--- src/rtl/perf_counter_bank.sv ---
// perf_counter_bank: event counters plus a free-running cycle counter,
// with freeze-on-halt, snapshot shadows and a latency-1 read port.
module perf_counter_bank #(
  parameter int NUM_CH   = 8,
  parameter int CNT_W    = 32,
  parameter int SAT_MODE = 0,
  parameter int SEL_W    = 4
) (
  input  logic              clk,
  input  logic              rst,
  input  logic [NUM_CH-1:0] ev,
  input  logic              count_en,
  input  logic              halt,
  input  logic              clear,
  input  logic              snap,
  input  logic              rd_req,
  input  logic [SEL_W-1:0]  rd_sel,
  input  logic              rd_shadow,
  output logic              rd_valid,
  output logic [CNT_W-1:0]  rd_data,
  output logic              rd_err,
  output logic [NUM_CH:0]   ovf,
  output logic              frozen
);

  localparam int NCNT = NUM_CH + 1;
  localparam logic [CNT_W-1:0] ALL_ONES = '1;
  localparam logic [SEL_W-1:0] CYC_SEL = SEL_W'(NUM_CH);

  typedef enum logic {RUN, FROZEN} state_t;

  state_t state;
  state_t stateNext;

  logic [CNT_W-1:0] cnt    [NCNT];
  logic [CNT_W-1:0] shadow [NCNT];
  logic [NCNT-1:0]  inc;
  logic [CNT_W-1:0] rdMux;
  logic             rdOor;

  always_comb begin
    stateNext = state;
    unique case (state)
      RUN:    if (halt) stateNext = FROZEN;
      FROZEN: if (clear && !halt) stateNext = RUN;
    endcase
  end

  // Index NUM_CH is the cycle counter; it ignores stalls.
  always_comb begin
    inc = '0;
    if (state == RUN) begin
      inc = {1'b1, ev & {NUM_CH{count_en}}};
    end
  end

  always_ff @(posedge clk or negedge rst) begin
    if (!rst) begin
      state <= RUN;
      ovf   <= '0;
      for (int k = 0; k < NCNT; k++) begin
        cnt[k]    <= '0;
        shadow[k] <= '0;
      end
    end else begin
      state <= stateNext;
      for (int k = 0; k < NCNT; k++) begin
        if (snap) shadow[k] <= cnt[k];
        if (clear) begin
          cnt[k] <= '0;
          ovf[k] <= 1'b0;
        end else if (inc[k]) begin
          if (cnt[k] == ALL_ONES) ovf[k] <= 1'b1;
          if (cnt[k] != ALL_ONES || SAT_MODE == 0)
            cnt[k] <= cnt[k] + CNT_W'(1);
        end
      end
    end
  end

  always_comb begin
    rdMux = '0;
    rdOor = (rd_sel > CYC_SEL);
    for (int k = 0; k < NCNT; k++) begin
      if (rd_sel == SEL_W'(k))
        rdMux = rd_shadow ? shadow[k] : cnt[k];
    end
  end

  always_ff @(posedge clk or negedge rst) begin
    if (!rst) begin
      rd_valid <= 1'b0;
      rd_data  <= '0;
      rd_err   <= 1'b0;
    end else begin
      rd_valid <= rd_req;
      rd_data  <= (rd_req && !rdOor) ? rdMux : '0;
      rd_err   <= rd_req && rdOor;
    end
  end

  assign frozen = (state == FROZEN);

endmodule
--- config.mk ---
export PLATFORM = sky130hd
export DESIGN_NAME = perf_counter_bank
export DESIGN_NICKNAME = d
export VERILOG_FILES = /design/src/rtl/perf_counter_bank.sv
export SDC_FILE = /design/constraint.sdc
export NUM_CORES = 1
export LEC_CHECK = 0
export BUFFER_PORTS_ARGS = -buffer_cell sky130_fd_sc_hd__buf_4
export CAP_MARGIN = 20
export CORE_ASPECT_RATIO = 1.2
export CORE_UTILIZATION = 65
export DETAILED_ROUTE_END_ITERATION = 8
export PLACE_DENSITY_LB_ADDON = 0.05
export SLEW_MARGIN = 25
export SYNTH_ARGS = -nofsm -noshare
export SYNTH_HDL_FRONTEND = slang
export SYNTH_SLANG_ARGS = --single-unit
--- constraint.sdc ---
create_clock -name clk -period 5.64 [get_ports clk]
set_clock_uncertainty 0.15 [all_clocks]
set_input_delay 0.564 -clock clk [delete_from_list [all_inputs] [get_ports clk]]
set_output_delay 0.564 -clock clk [all_outputs]
set_load 0.01 [all_outputs]
==> metrics.json <==
{
  "ff2ff_setup_slack_ps": 2680,
  "post-cts-setup-buffer-count": 0,
  "worst_ir_drop_vdd_uv": 232,
  "synth_seq_area_share_pct": 49.2,
  "wl_per_cell_um": 25.8,
  "fill_count": 3464,
  "clock_tree.root_cell": "sky130_fd_sc_hd__clkbuf_16",
  "cp_max_fo": 89,
  "netlist-cell-type-count": 69,
  "crit-reg2reg-capture": "cnt[63]",
  "layout.cells.most_common_list": "620 x sky130_fd_sc_hd__dfrtp_1, 324 x sky130_fd_sc_hd__mux2_2, 258 x sky130_fd_sc_hd__nor2_1",
  "global_route.usage.met1_pct": 49.6,
  "post-route-period-util_pct": 52.9,
  "reg2reg_depth": 6,
  "grt_usage_pct": 38.2,
  "fin_nets": 2921,
  "final_hold_viol_count": 0,
  "multiInputGateArea_sq_mm": 0.0152,
  "h_tree_depth": 3,
  "grt_start_max_net_pins": 141,
  "sequential_cell_area_sq_mm": 0.0155,
  "layout_cells_sized_above_1_pct": 19.4,
  "pwr_density_cell_mw_per_mm2": 270,
  "post_cts_resize_count": 0,
  "grt_pass1_vias": 23371,
  "timing_worst_slew_pin_value_ps": 1060,
  "cap_viol_max_count": 0,
  "clkSlewWorstSetupHoldPaths_ps": 60,
  "remaining_global_route_overflow": 0,
  "synth.yosys.warnings": 0,
  "ys_seq_elements": 620,
  "report.final.setup_viol": 0,
  "synthesis.instances": 2917,
  "endpoint_kind": "flip-flop",
  "unrepaired_setup_endpoints_after_global_routing": "no",
  "dieHeight_um": 243,
  "port-buffer-count": 63,
  "totalNegativeSetupSlack_ps": 0,
  "min-delay-start": "halt",
  "result_of_the_run": "finished clean",
  "number_of_instances_on_the_worst_hold_path": 2,
  "rows": 88,
  "timing.critical_path.required_ps": 5900,
  "slew_limit_fails": 0,
  "start_util_pct": 65.7,
  "die-width_um": 203,
  "start_kind": "input pin",
  "flow.area_growth_from_synthesis_pct": 9.81,
  "routed_via_density": 6.67,
  "globalRouteMet3Util_pct": 6.21,
  "synth-edff-count": 0,
  "post-route-min-period_ps": 2990,
  "ant_nets": 0,
  "total_length_of_routed_wires_mm": 92.0,
  "synthesis.nets": 2946,
  "cts_made_buffers": 66,
  "grtUsageMet2_pct": 60.1,
  "postSynth.topFlopCell": "sky130_fd_sc_hd__dfrtp_1",
  "hold_path.class": "input pin to flip-flop",
  "drt_first_iter_violations": 2299,
  "cts_max_path_buffers": 3,
  "gr_peak_layer": "met2",
  "post-layout-total-power_mw": 9.35,
  "place.gp.congestion": 0.987,
  "floorplan.core_area_sq_mm": 0.0480,
  "max_freq_ghz": 0.335,
  "timing_worst_setup_path_type": "input pin to flip-flop",
  "wire_length_of_the_first_global_routing_pass_mm": 142,
  "vias": 23827,
  "drt_drc": 0,
  "relSlewSlack_pct": 29.0,
  "mostFrequentLayoutCell": "sky130_fd_sc_hd__dfrtp_1",
  "drtPass1Iterations": 6,
  "insertion_delay_ps": 600,
  "crit_arrival_ps": 3250,
  "postSynthAreaPerCell_sq_um": 10.8,
  "tritoncts_clock_tree": "done",
  "total_leakage_power_nw": 15.5,
  "reg2reg_from": "frozen",
  "async_reset_ff_share_pct": 100,
  "clock_sinks": 620,
  "mappedNetlistArea_sq_mm": 0.0316,
  "post-route-util_pct": 72.2,
  "ioPinCount": 64,
  "grt_antenna_before_repair": 3,
  "worstHoldEndpoint": "frozen",
  "dpl.hpwl_mm": 64.6,
  "die_area_sq_mm": 0.0494
}
-- Yosys cell counts, types with 5 or more instances --
cell / n / area, sq um
sky130_fd_sc_hd__dfrtp_1: 620 / 15500
sky130_fd_sc_hd__mux2_2: 324 / 3650
sky130_fd_sc_hd__nor2_1: 258 / 968
sky130_fd_sc_hd__mux2i_1: 256 / 2560
sky130_fd_sc_hd__nand2_1: 141 / 529
sky130_fd_sc_hd__clkbuf_1: 136 / 510
sky130_fd_sc_hd__o21ai_0: 109 / 546
sky130_fd_sc_hd__xnor2_1: 108 / 946
sky130_fd_sc_hd__a21oi_1: 104 / 521
sky130_fd_sc_hd__xor2_1: 98 / 858
sky130_fd_sc_hd__nand3_1: 92 / 460
sky130_fd_sc_hd__nand4_1: 87 / 544
sky130_fd_sc_hd__o22ai_1: 61 / 382
sky130_fd_sc_hd__nor3_1: 53 / 265
sky130_fd_sc_hd__or3_1: 47 / 294
sky130_fd_sc_hd__nor4_1: 44 / 275
sky130_fd_sc_hd__and3_1: 40 / 250
sky130_fd_sc_hd__inv_1: 31 / 116
sky130_fd_sc_hd__o211ai_1: 31 / 233
sky130_fd_sc_hd__buf_1: 29 / 109
sky130_fd_sc_hd__and4_1: 27 / 236
sky130_fd_sc_hd__a31o_2: 24 / 210
sky130_fd_sc_hd__buf_2: 23 / 115
sky130_fd_sc_hd__a221oi_1: 22 / 193
sky130_fd_sc_hd__and2_1: 19 / 119
sky130_fd_sc_hd__nor2b_1: 14 / 87.6
sky130_fd_sc_hd__or4_1: 11 / 82.6
sky130_fd_sc_hd__ha_1: 9 / 113
sky130_fd_sc_hd__o21a_1: 8 / 60.1
sky130_fd_sc_hd__nand3b_1: 7 / 52.6
sky130_fd_sc_hd__or2_2: 7 / 43.8
sky130_fd_sc_hd__a2111oi_0: 6 / 52.6
sky130_fd_sc_hd__o221ai_1: 6 / 52.6
sky130_fd_sc_hd__and3b_1: 5 / 43.8
sky130_fd_sc_hd__nand4b_1: 5 / 43.8
sky130_fd_sc_hd__nor4b_1: 5 / 43.8
-- layer usage --
layer,vias up,part of all wire [%]
met1,12115,39
met2,936,47
met3,265,6.5
met5,-,0.021
li1,10507,-
met4,4,6.7
-- metrics by stage --
stage,worst slack [ps],area (sq um),cells,hold slack [ps]
floorplan,3290,31600,2917,118
global placement,2180,32400,3451,329
detailed placement,2220,32400,3451,342
CTS,2690,34600,3568,4.79
global route,2510,34600,3569,16.8
finish,2650,34700,3570,27.3
-- logic make-up (layout without fill, tap and decap cells) --
family          after synthesis  count (layout)  share of synthesized area (%)
mux                         580             580                           19.7
fa+ha+maj                     9               9                          0.357
compound gates              395             395                           7.78
xor+xnor                    206             206                           5.72
simple gates                884             884                           14.5
other cells                   0               1                              0
flops                       620             620                           49.2
buf+inv                     223             245                           2.83
-- critical path, stage by stage --
cell and delay, ps:
sky130_fd_sc_hd__buf_8 630, sky130_fd_sc_hd__buf_4 550, sky130_fd_sc_hd__mux2i_1 380, sky130_fd_sc_hd__o22ai_1 130, sky130_fd_sc_hd__nor4_1 620, sky130_fd_sc_hd__o21ai_0 270
-- where the power goes --
| group | switching (mW) | internal [mW] |
|---|---|---|
| Combinational | 0.368 | 0.156 |
| Sequential | 0.0188 | 4.47 |
| Clock | 1.79 | 2.56 |
-- registers in the layout, summed over array words and instances, names as in the netlist --
name,count
cnt,288
shadow,288
rd_data,32
ovf,9
frozen,1
rd_err,1
rd_valid,1
-- worst max-delay path by stage --
| stage | slack [ps] | startpoint | end | depth (start not counted) |
|---|---|---|---|---|
| floorplan | 3290 | rd_shadow | rd_data[30] | 8 |
| global placement | 2180 | rd_shadow | rd_data[7] | 6 |
| detailed placement | 2220 | rd_shadow | rd_data[23] | 6 |
| CTS | 2690 | frozen | cnt[63] | 6 |
| global route | 2510 | frozen | cnt[255] | 6 |
| finish | 2650 | rd_shadow | rd_data[4] | 6 |
-- what timing repair did --
action	CTS	global route
endpoints found under the hold margin	108	0
hold buffers	2	0
setup endpoints to repair	0	0
-- layout make-up --
type | count | share of cell area (%)
Sequential cell | 620 | 44.8
Clock inverter | 15 | 0.390
Inverter | 32 | 0.347
Timing Repair Buffer | 98 | 2.46
Clock buffer | 100 | 5.82
Multi-Input combinational cell | 2074 | 43.9
Tap cell | 630 | 2.27
Antenna cell | 1 | 0.00722
(Power assumes the default switching activity.)
